## config.mk

```make
export PLATFORM = sky130hd
export DESIGN_NAME = spi_master
export DESIGN_NICKNAME = d
export VERILOG_FILES = /design/src/rtl/spi_master.sv
export SDC_FILE = /design/constraint.sdc
export NUM_CORES = 1
export LEC_CHECK = 0
export BUFFER_PORTS_ARGS = -buffer_cell sky130_fd_sc_hd__clkbuf_2
export CAP_MARGIN = 20
export CORE_AREA = 2 2 70 72
export DETAILED_ROUTE_END_ITERATION = 6
export DIE_AREA = 0 0 72 74
export MAX_ROUTING_LAYER = met4
export SETUP_SLACK_MARGIN = 0.15
export SLEW_MARGIN = 20
export SYNTH_ARGS = -nofsm -noshare
export SYNTH_HDL_FRONTEND = slang
export SYNTH_SLANG_ARGS = --single-unit
```

## constraint.sdc

```tcl
create_clock -name clk -period 3.45 [get_ports clk]
set_input_delay 0.69 -clock clk [delete_from_list [all_inputs] [get_ports clk]]
set_output_delay 0.69 -clock clk [all_outputs]
set_load 0.005 [all_outputs]
```

## src/rtl/spi_master.sv

```systemverilog
`default_nettype none
// ============================================================================
// spi_master : SPI mode-0 master (8-bit, MSB first, active-low ncs) with
//              single-frame and burst chip-select sequencing.
// Revision   : 1.0
// ============================================================================

module spi_master #(
  parameter int CLK_DIV  = 8,
  parameter int CS_SETUP = 4,
  parameter int CS_HOLD  = 4,
  parameter int CS_IDLE  = 8
) (
  input  logic       clk,
  input  logic       nrst,
  input  logic       start,
  input  logic [7:0] tx_data,
  input  logic       last,
  input  logic       stop,
  output logic       busy,
  output logic       done,
  output logic [7:0] rx_data,
  output logic       sck,
  output logic       mosi,
  output logic       ncs,
  input  logic       miso
);

  localparam int MAX_A   = (CLK_DIV > CS_SETUP) ? CLK_DIV : CS_SETUP;
  localparam int MAX_B   = (CS_HOLD > CS_IDLE) ? CS_HOLD : CS_IDLE;
  localparam int CNT_MAX = (MAX_A > MAX_B) ? MAX_A : MAX_B;
  localparam int CW      = $clog2(CNT_MAX + 1);

  localparam logic [CW-1:0] HALF_END  = CW'(CLK_DIV - 1);
  localparam logic [CW-1:0] SETUP_END = CW'(CS_SETUP - 1);
  localparam logic [CW-1:0] HOLD_END  = CW'(CS_HOLD - 1);
  localparam logic [CW-1:0] IDLE_END  = CW'(CS_IDLE - 1);

  typedef enum logic [2:0] {
    S_IDLE  = 3'd0,
    S_SETUP = 3'd1,
    S_XFER  = 3'd2,
    S_HOLD  = 3'd3,
    S_GAP   = 3'd4,
    S_BURST = 3'd5
  } state_t;

  state_t        state_q, state_d;
  logic [CW-1:0] cnt_q, cnt_d;
  logic [3:0]    edge_q, edge_d;
  logic [6:0]    tx_sr_q, tx_sr_d;
  logic [7:0]    rx_sr_q, rx_sr_d;
  logic [7:0]    rx_data_q, rx_data_d;
  logic          last_q, last_d;
  logic          sck_q, sck_d;
  logic          mosi_q, mosi_d;
  logic          ncs_q, ncs_d;
  logic          busy_q, busy_d;
  logic          done_q, done_d;
  logic          miso_s1_q, miso_s2_q;

  always_comb begin
    state_d   = state_q;
    cnt_d     = cnt_q;
    edge_d    = edge_q;
    tx_sr_d   = tx_sr_q;
    rx_sr_d   = rx_sr_q;
    rx_data_d = rx_data_q;
    last_d    = last_q;
    sck_d     = sck_q;
    mosi_d    = mosi_q;
    ncs_d     = ncs_q;
    busy_d    = busy_q;
    done_d    = 1'b0;

    case (state_q)
      S_IDLE, S_BURST: begin
        // From BURST the chip select is already asserted, so setup is skipped.
        if (start) begin
          state_d = (state_q == S_IDLE) ? S_SETUP : S_XFER;
          cnt_d   = '0;
          edge_d  = '0;
          tx_sr_d = tx_data[6:0];
          mosi_d  = tx_data[7];
          last_d  = last;
          sck_d   = 1'b0;
          ncs_d   = 1'b0;
          busy_d  = 1'b1;
        end else if (state_q == S_BURST && stop) begin
          state_d = S_HOLD;
          cnt_d   = '0;
          busy_d  = 1'b1;
        end
      end

      S_SETUP: begin
        if (cnt_q == SETUP_END) begin
          state_d = S_XFER;
          cnt_d   = '0;
        end else begin
          cnt_d = cnt_q + CW'(1);
        end
      end

      S_XFER: begin
        if (cnt_q == HALF_END) begin
          cnt_d  = '0;
          edge_d = edge_q + 4'd1;
          sck_d  = ~sck_q;
          if (!sck_q) begin
            rx_sr_d = {rx_sr_q[6:0], miso_s2_q};
          end else if (edge_q == 4'd15) begin
            mosi_d    = 1'b0;
            rx_data_d = rx_sr_q;
            done_d    = 1'b1;
            if (last_q) begin
              state_d = S_HOLD;
            end else begin
              state_d = S_BURST;
              busy_d  = 1'b0;
            end
          end else begin
            mosi_d  = tx_sr_q[6];
            tx_sr_d = {tx_sr_q[5:0], 1'b0};
          end
        end else begin
          cnt_d = cnt_q + CW'(1);
        end
      end

      S_HOLD: begin
        if (cnt_q == HOLD_END) begin
          state_d = S_GAP;
          cnt_d   = '0;
          ncs_d   = 1'b1;
        end else begin
          cnt_d = cnt_q + CW'(1);
        end
      end

      S_GAP: begin
        if (cnt_q == IDLE_END) begin
          state_d = S_IDLE;
          cnt_d   = '0;
          busy_d  = 1'b0;
        end else begin
          cnt_d = cnt_q + CW'(1);
        end
      end

      default: begin
        state_d = S_IDLE;
      end
    endcase
  end

  always_ff @(posedge clk or negedge nrst) begin
    if (!nrst) begin
      state_q   <= S_IDLE;
      cnt_q     <= '0;
      edge_q    <= '0;
      tx_sr_q   <= '0;
      rx_sr_q   <= '0;
      rx_data_q <= '0;
      last_q    <= 1'b0;
      sck_q     <= 1'b0;
      mosi_q    <= 1'b0;
      ncs_q     <= 1'b1;
      busy_q    <= 1'b0;
      done_q    <= 1'b0;
      miso_s1_q <= 1'b0;
      miso_s2_q <= 1'b0;
    end else begin
      state_q   <= state_d;
      cnt_q     <= cnt_d;
      edge_q    <= edge_d;
      tx_sr_q   <= tx_sr_d;
      rx_sr_q   <= rx_sr_d;
      rx_data_q <= rx_data_d;
      last_q    <= last_d;
      sck_q     <= sck_d;
      mosi_q    <= mosi_d;
      ncs_q     <= ncs_d;
      busy_q    <= busy_d;
      done_q    <= done_d;
      miso_s1_q <= miso;
      miso_s2_q <= miso_s1_q;
    end
  end

  assign busy    = busy_q;
  assign done    = done_q;
  assign rx_data = rx_data_q;
  assign sck     = sck_q;
  assign mosi    = mosi_q;
  assign ncs     = ncs_q;

endmodule

`default_nettype wire

```

=== Word-level counts from Yosys, hierarchy flattened ===
Index checks and enable logic that the tools add are counted.

* Bits in registers: 42
* Word-level logic and storage cells: 100

* $add $sub $neg: 2
* Equal/unequal tests: 18
* Multiplexer cells: 46
* Bitwise gates (word level): 1
* Reduce and logical (&&, ||, !) cells: 19

{| class="wikitable"
|+ Operator list
! kind !! count
|-
| two-way mux 7 bit || 4
|-
| two-way mux 3 bit || 9
|-
| two-way mux 4 bit || 6
|-
| two-way mux 1 bit || 18
|-
| != test 2 bit (second input constant) || 9
|-
| case mux 3 bit (5 select lines) || 1
|-
| case mux 7 bit (2 select lines) || 1
|-
| AND reduction 7 bit || 2
|-
| case mux 4 bit (3 select lines) || 1
|-
| AND reduction 3 bit || 3
|-
| adder 4 x 1 -> 4 bit (second input constant) || 2
|-
| case mux 4 bit (2 select lines) || 1
|-
| AND reduction 4 bit || 2
|-
| equality test 3 x 2 -> 1 bit (second input constant) || 2
|-
| equality test 3 bit (second input constant) || 2
|-
| case mux 1 bit (2 select lines) || 3
|-
| nonzero test 3 bit || 2
|-
| OR reduction 2 bit || 3
|-
| AND reduction 5 bit || 1
|-
| equality test 4 x 2 -> 1 bit (second input constant) || 1
|-
| equality test 4 x 3 -> 1 bit (second input constant) || 1
|-
| equality test 4 bit (second input constant) || 1
|-
| AND reduction 2 bit || 2
|-
| nonzero test 2 bit || 2
|-
| other kinds (7) || 7
|}

=== Longest topological paths before layout ===
Gate-level depths: netlist of run 1.

* Word-level depth: 5
* Mapped depth: 7
* Depth with buffers taken out: 6

=== Least setup slack after synthesis of run 1 ===
Ideal clock, no wire load.

* Kind: in2reg
* Start point: input start
* End point: register tx_sr_q[4]
* Arrival: 1.621 ns
* Slack: 1.747 ns
* Stages: 6
* Buffers on the path: 1
* Cells stage by stage: nand2b_1 -> o32a_2 -> nor2_4 -> buf_6 -> nor2_1 -> a31oi_1

* Word-level cells in the longest chain between the ends: 2

{| class="wikitable"
|+ Ends and longest elaborated chain
! element !! line !! source
|-
| from (decl) || 16 || <nowiki>input logic start,</nowiki>
|-
| != test 2 bit (no line) || n/a ||
|-
| AND reduction 5 bit (no line) || n/a ||
|-
| to (signal assigned) || 177 || <nowiki>tx_sr_q <= tx_sr_d;</nowiki>
|-
| to (decl) || 51 || <nowiki>logic [6:0] tx_sr_q, tx_sr_d;</nowiki>
|}

No other way between the ends.
A chain may end at the register's enable or synchronous reset.

=== Worst setup path in the final report of run 1 ===
* Start point: register state_q[2]
* End point: register rx_data_q[7], in the netlist rx_data[7]

* Word-level cells in the longest chain between the ends: 2

{| class="wikitable"
|+ Ends and longest elaborated chain
! element !! line !! source
|-
| from (decl) || 48 || <nowiki>state_t state_q, state_d;</nowiki>
|-
| from (signal assigned) || 174 || <nowiki>state_q <= state_d;</nowiki>
|-
| equality test 3 x 2 -> 1 bit || 76 || <nowiki>case (state_q)</nowiki>
|-
| AND reduction 4 bit (no line) || n/a ||
|-
| to (signal assigned) || 179 || <nowiki>rx_data_q <= rx_data_d;</nowiki>
|-
| to (decl) || 53 || <nowiki>logic [7:0] rx_data_q, rx_data_d;</nowiki>
|}

No other way between the ends.

==> results of run 1 <==
## state kept, by name (all words and copies together) (netlist names)
name and cells:
busy 1, cnt_q 4, done 1, edge_q 4, last_q 1, miso_s1_q 1, miso_s2_q 1, mosi 1
ncs 1, rx_data 8, rx_sr_q 8, sck 1, state_q 3, tx_sr_q 7
## cells by family (layout without fill, tap and decap cells)
logic type,after synthesis,count (layout),share of synthesized area (%)
adder cells (fa/ha/maj),2,2,1.27
XOR/XNOR,5,5,2.22
AO/OA/AOI/OAI,39,39,13.2
AND/OR/NAND/NOR,65,65,16.8
buffers and inverters,11,39,3.16
flip-flops,42,42,53.2
multiplexers,18,18,10.1
## per-layer routing
metal,share of wire (%),global-route usage (%)
met5,0,-
met3,5.5,4.47
met4,1.1,5.03
met1,46,20.0
met2,47,26.1
## layout make-up
type / instances / share of cell area (%)
clock buffer: 6 / 3.27
clock inverter: 2 / 0.621
inverter: 5 / 0.846
multi-input combinational: 129 / 38.9
sequential: 42 / 47.5
tap: 54 / 3.05
timing repair buffer: 26 / 5.87
## synth_stat cells, types with 2 or more instances
master | instances | share of area, %
ha_1 | 2 | 1.3
a31oi_1 | 7 | 2.2
nand3_1 | 2 | 0.51
a21o_1 | 3 | 1.1
a22o_1 | 3 | 1.3
buf_6 | 2 | 1.1
xor2_1 | 2 | 0.89
buf_2 | 2 | 0.51
mux2i_1 | 2 | 1.0
nor3b_1 | 2 | 0.76
mux2_2 | 16 | 9.1
nor2_1 | 18 | 3.4
nor2b_1 | 3 | 0.95
dfrtp_1 | 41 | 52
nand4_1 | 2 | 0.63
inv_1 | 5 | 0.95
o21ai_0 | 10 | 2.5
xnor2_1 | 3 | 1.3
a32oi_1 | 2 | 0.89
nand2_1 | 24 | 4.6
nor3_1 | 3 | 0.76
a21oi_1 | 5 | 1.3
## stage by stage
step | util (%) | cell area, µm²
6_report | 48.2 | 2220
4_1_cts | 48.2 | 2220
3_3_place_gp | 46.3 | 2130
2_1_floorplan | - | 1980
5_1_grt | 48.2 | 2220
3_5_place_dp | 46.3 | 2130
## report_power, final
group | internal (mW) | switching, mW
combinational | 0.257 | 0.345
sequential | 0.610 | 0.128
clock | 0.143 | 0.169
total | 1.01 | 0.642
## worst paths after layout
path                                             start                     end  slack, ps  cells past startpoint
worst max-delay path            state_q[2]$_DFFE_PN0P_  rx_data[7]$_DFFE_PN0P_       1220                      5
worst min-delay path               miso_s1_q$_DFF_PN0_     miso_s2_q$_DFF_PN0_        350                      0
worst max register to register  state_q[2]$_DFFE_PN0P_  rx_data[7]$_DFFE_PN0P_       1220                      5
worst min register to register     miso_s1_q$_DFF_PN0_     miso_s2_q$_DFF_PN0_        350                      0
max in group asynchronous                         nrst  rx_sr_q[6]$_DFFE_PN0P_       2350                      1
min in group asynchronous                         nrst  tx_sr_q[1]$_DFFE_PN0P_        530                      1
==> results.ini, run 1 <==
[outcome]
status = complete, no violations

[timing]
hold_slack_ps = 351
worst_slack_ps = 1220
period_needed_ps = 2230
rsz0062_at_grt = false
clock.fmax_mhz = 448
tns_ps = 0
setup_violations = 0
max-slew-margin-rel_pct = 39.4
worst_pin_slew_ps = 910
post-route-period-util_pct = 64.7
hold_viol = 0
clock_skew_ps = 4.05
finalMaxSlewViolations = 0

[die]
rows = 25
die_x_um = 72
die_h_um = 74
coreArea_um2 = 4600
ios = 27
start_util_pct = 43.0
dieArea_um2 = 5330

[global_route]
grt-ovfl-total = 0
track_usage_pct = 16.2
grt_pass1_vias = 1475
antenna_found_initial = 0
grt_max_degree = 43
grt_pass1_wl_um = 6560

[critical_path]
path_cells = nor2_1 -> and2_1 -> nand2_4 -> nor3_4 -> mux2_2
cp_max_fo = 12
crit_path_max_incr_delay_ps = 510
crit_slowest_cell = dfrtp_1
end_kind = flip-flop
required_ps = 3630
crit_arrival_ps = 2410
path_buf_inv = 0
start_kind = flip-flop
critPathKind = reg -> reg
path_delay_family = simple AND/OR/NAND/NOR gates

[placed_design]
dp_hpwl_um = 2700
dp_cells = 256
place.port_buffers = 26
post-place-ws_ps = 1240
gp_congestion = 0.798

[logic_synthesis]
ys_seq_elements = 42
synth_cell_type_count = 45
synth_nets = 198
async_flop_share_pct = 100
yosysSeqAreaShare_pct = 53.2
avgSynthCellArea_um2 = 10.9
synth_edf_count = 0
yosys_warnings = 0
syn_area_um2 = 1980
synth_flop_cell = dfrtp_1
synthCells = 182

[run]
cap_violations = 0

[finish]
nets = 225
synthToLayoutAreaGrowth_pct = 12.2
n_fill_cell = 432
ff_latch_area_um2 = 1050
mostFrequentLayoutCell = dfrtp_1
final_cell_mix = dfrtp_1, clkbuf_2, nand2_1
diodes = 0
drive_gt1_share_pct = 27.1
final_cells = 264
multiInputGateArea_um2 = 862

[cts]
clkLatencyLatePin_ps = 290
cts_resized = 0
cts.clk_slew.worst_paths_ps = 80
clock_sinks = 42
clockBufferDepth = 2
cts-htree-levels = 2
hold_buffers = 0
cts_tree = built
clock-root-buffer = clkbuf_8
postCtsSetupBuffers = 0
cts_buffers = 5

[power_and_ir_drop]
leakage_nw = 1.10
power_mw = 1.65
power_density_nw_per_um2 = 745
peakVddDrop_uv = 332

[detailed_routing]
vias = 1438
via_per_inst = 5.45
wirelength_um = 3790
drtIter0Drc = 62
final_antenna_net_count = 0
dr.pass1.iters = 4
wl_per_cell_um = 14.4
drcViolationCount = 0

[min_path]
hp-class = reg -> reg

Note: power is estimated with default switching activity, not from simulation.
==> run 2: changes to the inputs <==
- PLACE_DENSITY: not set -> 0.65
- clock period: 3.45 -> 1.95 ns (I/O delays scaled with it)
==> results.ini, run 2 (synthesized netlist as in run 1, its figures left out) <==
[power_and_ir_drop]
internal-power_mw = 2.06  ; +100%
power_mw = 3.28  ; +99%
peakVddDrop_uv = 508  ; +53%
leakage_nw = 1.17  ; +6.2%
power_density_nw_per_um2 = 1370  ; +84%
seq_power_share_pct = 38.1  ; -6.6 points
clkPwrFrac_pct = 20.4  ; +1.5 points
p_switching_mw = 1.22  ; +89%
swShare_pct = 37.1  ; -1.8 points
p_comb_share_pct = 41.5  ; +5.1 points

[critical_path]
reg2reg_depth = 4  ; -1
crit_arrival_ps = 1930  ; -480 ps
critPathKind = reg -> reg
start_kind = flip-flop
required_ps = 2110  ; -1520 ps
cp_max_fo = 12  ; unchanged
end_kind = flip-flop

[timing]
clock_skew_ps = 3.67  ; -0.378 ps
post-route-period-util_pct = 90.8  ; +26 points
hold_slack_ps = 41.2  ; -310 ps
clock.fmax_mhz = 565  ; +26%
finalMaxSlewViolations = 0  ; unchanged
setup_violations = 0  ; unchanged
hold_viol = 0  ; unchanged
tns_ps = 0  ; unchanged
worst_pin_slew_ps = 485  ; -425 ps
period_needed_ps = 1770  ; -463 ps
max-slew-margin-rel_pct = 67.7  ; +28 points
rsz0062_at_grt = true

[finish]
design_area_um2 = 2390  ; +7.8%
diodes = 0  ; unchanged
n_fill_cell = 411  ; -4.9%
mostFrequentLayoutCell = dfrtp_1
final_cell_mix = dfrtp_1, clkbuf_2, nand2_1
synthToLayoutAreaGrowth_pct = 20.9
nets = 235  ; +4.4%
drive_gt1_share_pct = 32.3  ; +5.1 points
final_cells = 274  ; +3.8%

[detailed_routing]
drcViolationCount = 0  ; unchanged
final_antenna_net_count = 0  ; unchanged
wl_per_cell_um = 14.2  ; -1.3%
drtIter0Drc = 55  ; -11%
via_per_inst = 5.38  ; -1.2%
dr.pass1.iters = 4  ; unchanged
wirelength_um = 3890  ; +2.5%
vias = 1474  ; +2.5%

[global_route]
antenna_found_initial = 0  ; unchanged
grt_pass1_vias = 1356  ; -8.1%
track_usage_pct = 16.0  ; -0.19 points
grt_max_degree = 26  ; -40%
grt_pass1_wl_um = 6290  ; -4.1%
grt-ovfl-total = 0  ; unchanged

[cts]
cts.clk_slew.worst_paths_ps = 80  ; about the same
clkLatencyLatePin_ps = 290  ; about the same
cts_buffers = 5  ; unchanged
clock-root-buffer = clkbuf_8
cts-htree-levels = 2  ; unchanged
clock_sinks = 42  ; unchanged
cts_tree = built
clockBufferDepth = 2  ; unchanged

[placed_design]
place.port_buffers = 26  ; unchanged
gp_congestion = 0.744  ; -6.7%
dp_cells = 264  ; +3.1%
dp_hpwl_um = 2640  ; -2.4%
placed_cell_area_um2 = 2220  ; +4.0%

[die]
ios = 27  ; unchanged
coreArea_um2 = 4600  ; unchanged
rows = 25  ; unchanged
dieArea_um2 = 5330  ; unchanged
die_x_um = 72  ; unchanged
die_h_um = 74  ; unchanged
start_util_pct = 43.0  ; unchanged

[outcome]
status = complete, no violations

[run]
cap_violations = 0  ; unchanged

[min_path]
hp-class = in -> async

[run 2: path summary, 6_finish.rpt]
path                                              from                     end  slack [ps]
worst max-delay path            state_q[2]$_DFFE_PN0P_  tx_sr_q[6]$_DFFE_PN0P_         180
min in group clk                                  miso     miso_s1_q$_DFF_PN0_         200
worst min register to register     miso_s1_q$_DFF_PN0_     miso_s2_q$_DFF_PN0_         350
max in group asynchronous                         nrst  rx_sr_q[7]$_DFFE_PN0P_        1410
worst max register to register  state_q[2]$_DFFE_PN0P_  tx_sr_q[6]$_DFFE_PN0P_         180
worst min-delay path                              nrst        busy$_DFFE_PN0P_          40
[run 2: timing repair]
item	4_1_cts	5_1_grt
pin swaps	0	2
hold buffers	0	0
buffers inserted	1	0
gates resized for setup	3	7
gates cloned	0	1
setup endpoints to repair	13	19
[run 2: critical path: stages (launching register included)]
cell,delay [ps]
dfrtp_1,430
or3b_4,510
o32a_2,300
nor2_2,270
a31oi_1,130
[run 2: power groups by stage]
stage                     Sequential, mW  Combinational [mW]  Clock, mW
after floorplan                     1.22               0.939          0
after global placement              1.25                1.20          0
final                               1.25                1.36      0.669
after detailed placement            1.25                1.22          0
after global routing                1.28                1.55      0.738
after CTS                           1.23                1.26      0.687
[run 2: per-stage QoR]
| step | util, % | setup slack, ps |
|---|---|---|
| 2_1_floorplan | - | 249 |
| 5_1_grt | 52.0 | 92.5 |
| 3_5_place_dp | 48.2 | 90.8 |
| 3_3_place_gp | 48.2 | 123 |
| 6_report | 52.0 | 180 |
| 4_1_cts | 51.0 | 142 |
[run 2: routing by layer]
layer  part of all wire [%]  track usage (%)
met1                     48             20.7
met2                     47             24.4
met3                    3.4             4.07
met4                    1.7             6.29
met5                      0                -
[run 2: layout make-up]
| type | count | area, µm² | share of cell area, % |
|---|---|---|---|
| Multi-Input combinational cell | 130 | 923 | 38.6 |
| Timing Repair Buffer | 35 | 223 | 9.31 |
| Sequential cell | 42 | 1050 | 44.0 |
| Clock buffer | 7 | 76.3 | 3.19 |
| Inverter | 5 | 18.8 | 0.785 |
| Tap cell | 54 | 67.6 | 2.83 |
| Clock inverter | 1 | 30.0 | 1.26 |
==> run 3: changes to the inputs <==
- CORE_AREA: 2 2 70 72 -> 2 2 66 68
- DIE_AREA: 0 0 72 74 -> 0 0 68 70
- PLACE_DENSITY: 0.65 -> 0.72
- REMOVE_ABC_BUFFERS: not set -> 1
==> results.ini, run 3 (synthesized netlist as in run 1, its figures left out) <==
[detailed_routing]
dr.pass1.iters = 4  ; unchanged
vias = 1457  ; -1.2%
drcViolationCount = 0  ; unchanged
wirelength_um = 3780  ; -2.8%
drtIter0Drc = 55  ; unchanged
final_antenna_net_count = 0  ; unchanged
wl_per_cell_um = 13.7  ; -3.2%
via_per_inst = 5.30  ; -1.5%

[run]
cap_violations = 0  ; unchanged

[critical_path]
start_kind = flip-flop
required_ps = 2140  ; +30 ps
path_buf_inv = 0  ; unchanged
reg2reg_depth = 5  ; +1
worst-path-stages = 5  ; +1
r2r_start = cnt_q[1]$_DFFE_PN0P_
endpoint = cnt_q[1]$_DFFE_PN0P_
crit_path_max_incr_delay_ps = 410  ; -100 ps
critPathKind = reg -> reg
crit_path_start = cnt_q[1]$_DFFE_PN0P_
end_kind = flip-flop
rrSetupSlack_ps = 130  ; -50 ps
path_delay_family = compound AO/OA/AOI/OAI gates
crit_slowest_cell = dfrtp_1
crit_arrival_ps = 2010  ; +80 ps
cp_max_fo = 6  ; -6
path_cells = ha_4 -> or3b_4 -> a32oi_2 -> o21ai_0 -> a22o_1
rr_endpoint = cnt_q[1]$_DFFE_PN0P_

[timing]
tns_ps = 0  ; unchanged
setup_violations = 0  ; unchanged
clock.fmax_mhz = 549  ; -2.8%
max-slew-margin-rel_pct = 60.2  ; -7.5 points
finalMaxSlewViolations = 0  ; unchanged
rsz0062_at_grt = true
worst_pin_slew_ps = 592  ; +107 ps
post-route-period-util_pct = 93.4  ; +2.6 points
clock_skew_ps = 4.08  ; +0.409 ps
hold_viol = 0  ; unchanged
period_needed_ps = 1820  ; +51.1 ps

[min_path]
hp-class = in -> async

[power_and_ir_drop]
leakage_nw = 1.16  ; -0.35%
power_mw = 3.18  ; -3.0%
peakVddDrop_uv = 677  ; +33%
power_density_nw_per_um2 = 1350  ; -1.8%

[die]
dieArea_um2 = 4760  ; -11%
die_x_um = 68  ; -5.6%
die_h_um = 70  ; -5.4%
start_util_pct = 47.7  ; +4.7 points
coreArea_um2 = 4140  ; -9.9%
rows = 24  ; -4.0%
ios = 27  ; unchanged

[finish]
diodes = 0  ; unchanged
nets = 238  ; +1.3%
final_cell_mix = dfrtp_1, clkbuf_2, nand2_1
drive_gt1_share_pct = 35.0  ; +2.7 points
synthToLayoutAreaGrowth_pct = 19.6
utilization_pct = 57.0  ; +5.0 points
mostFrequentLayoutCell = dfrtp_1

[global_route]
antenna_found_initial = 0  ; unchanged
grt_pass1_vias = 1419  ; +4.6%
track_usage_pct = 17.8  ; +1.8 points
grt-ovfl-total = 0  ; unchanged
grt_pass1_wl_um = 6250  ; -0.54%
grt_max_degree = 43  ; +65%

[cts]
cts-htree-levels = 2  ; unchanged
cts_buffers = 5  ; unchanged
clock_sinks = 42  ; unchanged
clockBufferDepth = 2  ; unchanged
cts_tree = built
cts.clk_slew.worst_paths_ps = 80  ; about the same
clkLatencyLatePin_ps = 300  ; about the same
clock-root-buffer = clkbuf_8
hold_buffers = 0  ; unchanged

[outcome]
status = complete, no violations

[placed_design]
gp_congestion = 0.902  ; +21%
dp_hpwl_um = 2540  ; -3.6%
place.port_buffers = 26  ; unchanged

## run 3: cell count changes in the layout (fill, tap and decap cells not counted), sizes merged
cell      previous run  this run
inv                  5         6
clkinvlp             0         2
bufinv               1         0
buf                  9        12
clkbuf              33        31
## run 3: per-stage QoR
step	worst slack (ps)	cells	hold slack [ps]	instance area (µm²)
after floorplan	48.7	176	94.4	1930
after global placement	179	262	335	2190
after detailed placement	104	262	344	2190
after CTS	152	272	165	2310
after global routing	77.6	275	175	2360
final	129	275	147	2360
## run 3: timing repair
item | 4_1_cts | 5_1_grt
gates resized for setup | 2 | 7
cloned | 0 | 1
buffers inserted | 2 | 2
setup endpoints to repair | 5 | 20
pin swaps | 0 | 3
## run 3: report_power, final
part           switching (mW)  internal (mW)
Sequential              0.157           1.08
Clock                   0.316          0.256
Combinational           0.758          0.617
## run 3: worst min path at each step
| stage | end | slack (ps) | depth (start not counted) |
|---|---|---|---|
| 2_1_floorplan | busy$_DFFE_PN0P_ | 90 | 0 |
| 3_3_place_gp | miso_s2_q$_DFF_PN0_ | 340 | 0 |
| 4_1_cts | tx_sr_q[1]$_DFFE_PN0P_ | 160 | 2 |
| 3_5_place_dp | miso_s2_q$_DFF_PN0_ | 340 | 0 |
| 6_report | busy$_DFFE_PN0P_ | 150 | 2 |
| 5_1_grt | miso_s1_q$_DFF_PN0_ | 170 | 1 |
## run 3: layer usage
layer  vias to the layer above  part of all wire (%)  GRT usage (%)
li1                        718                     -              -
met1                       703                    45           22.9
met2                        30                    50           27.4
met3                         6                   3.7           4.99
met4                         0                   1.1           5.33
met5                         -                     0              -
## run 3: final cells by class
class,count,area (µm²)
clock buffers,5,68.8
clock inverters,3,23.8
fillers,348,1780
inverters,5,18.8
multi-input cells,130,915
flip-flops and latches,42,1050
well taps,52,65.1
repair buffers,38,220
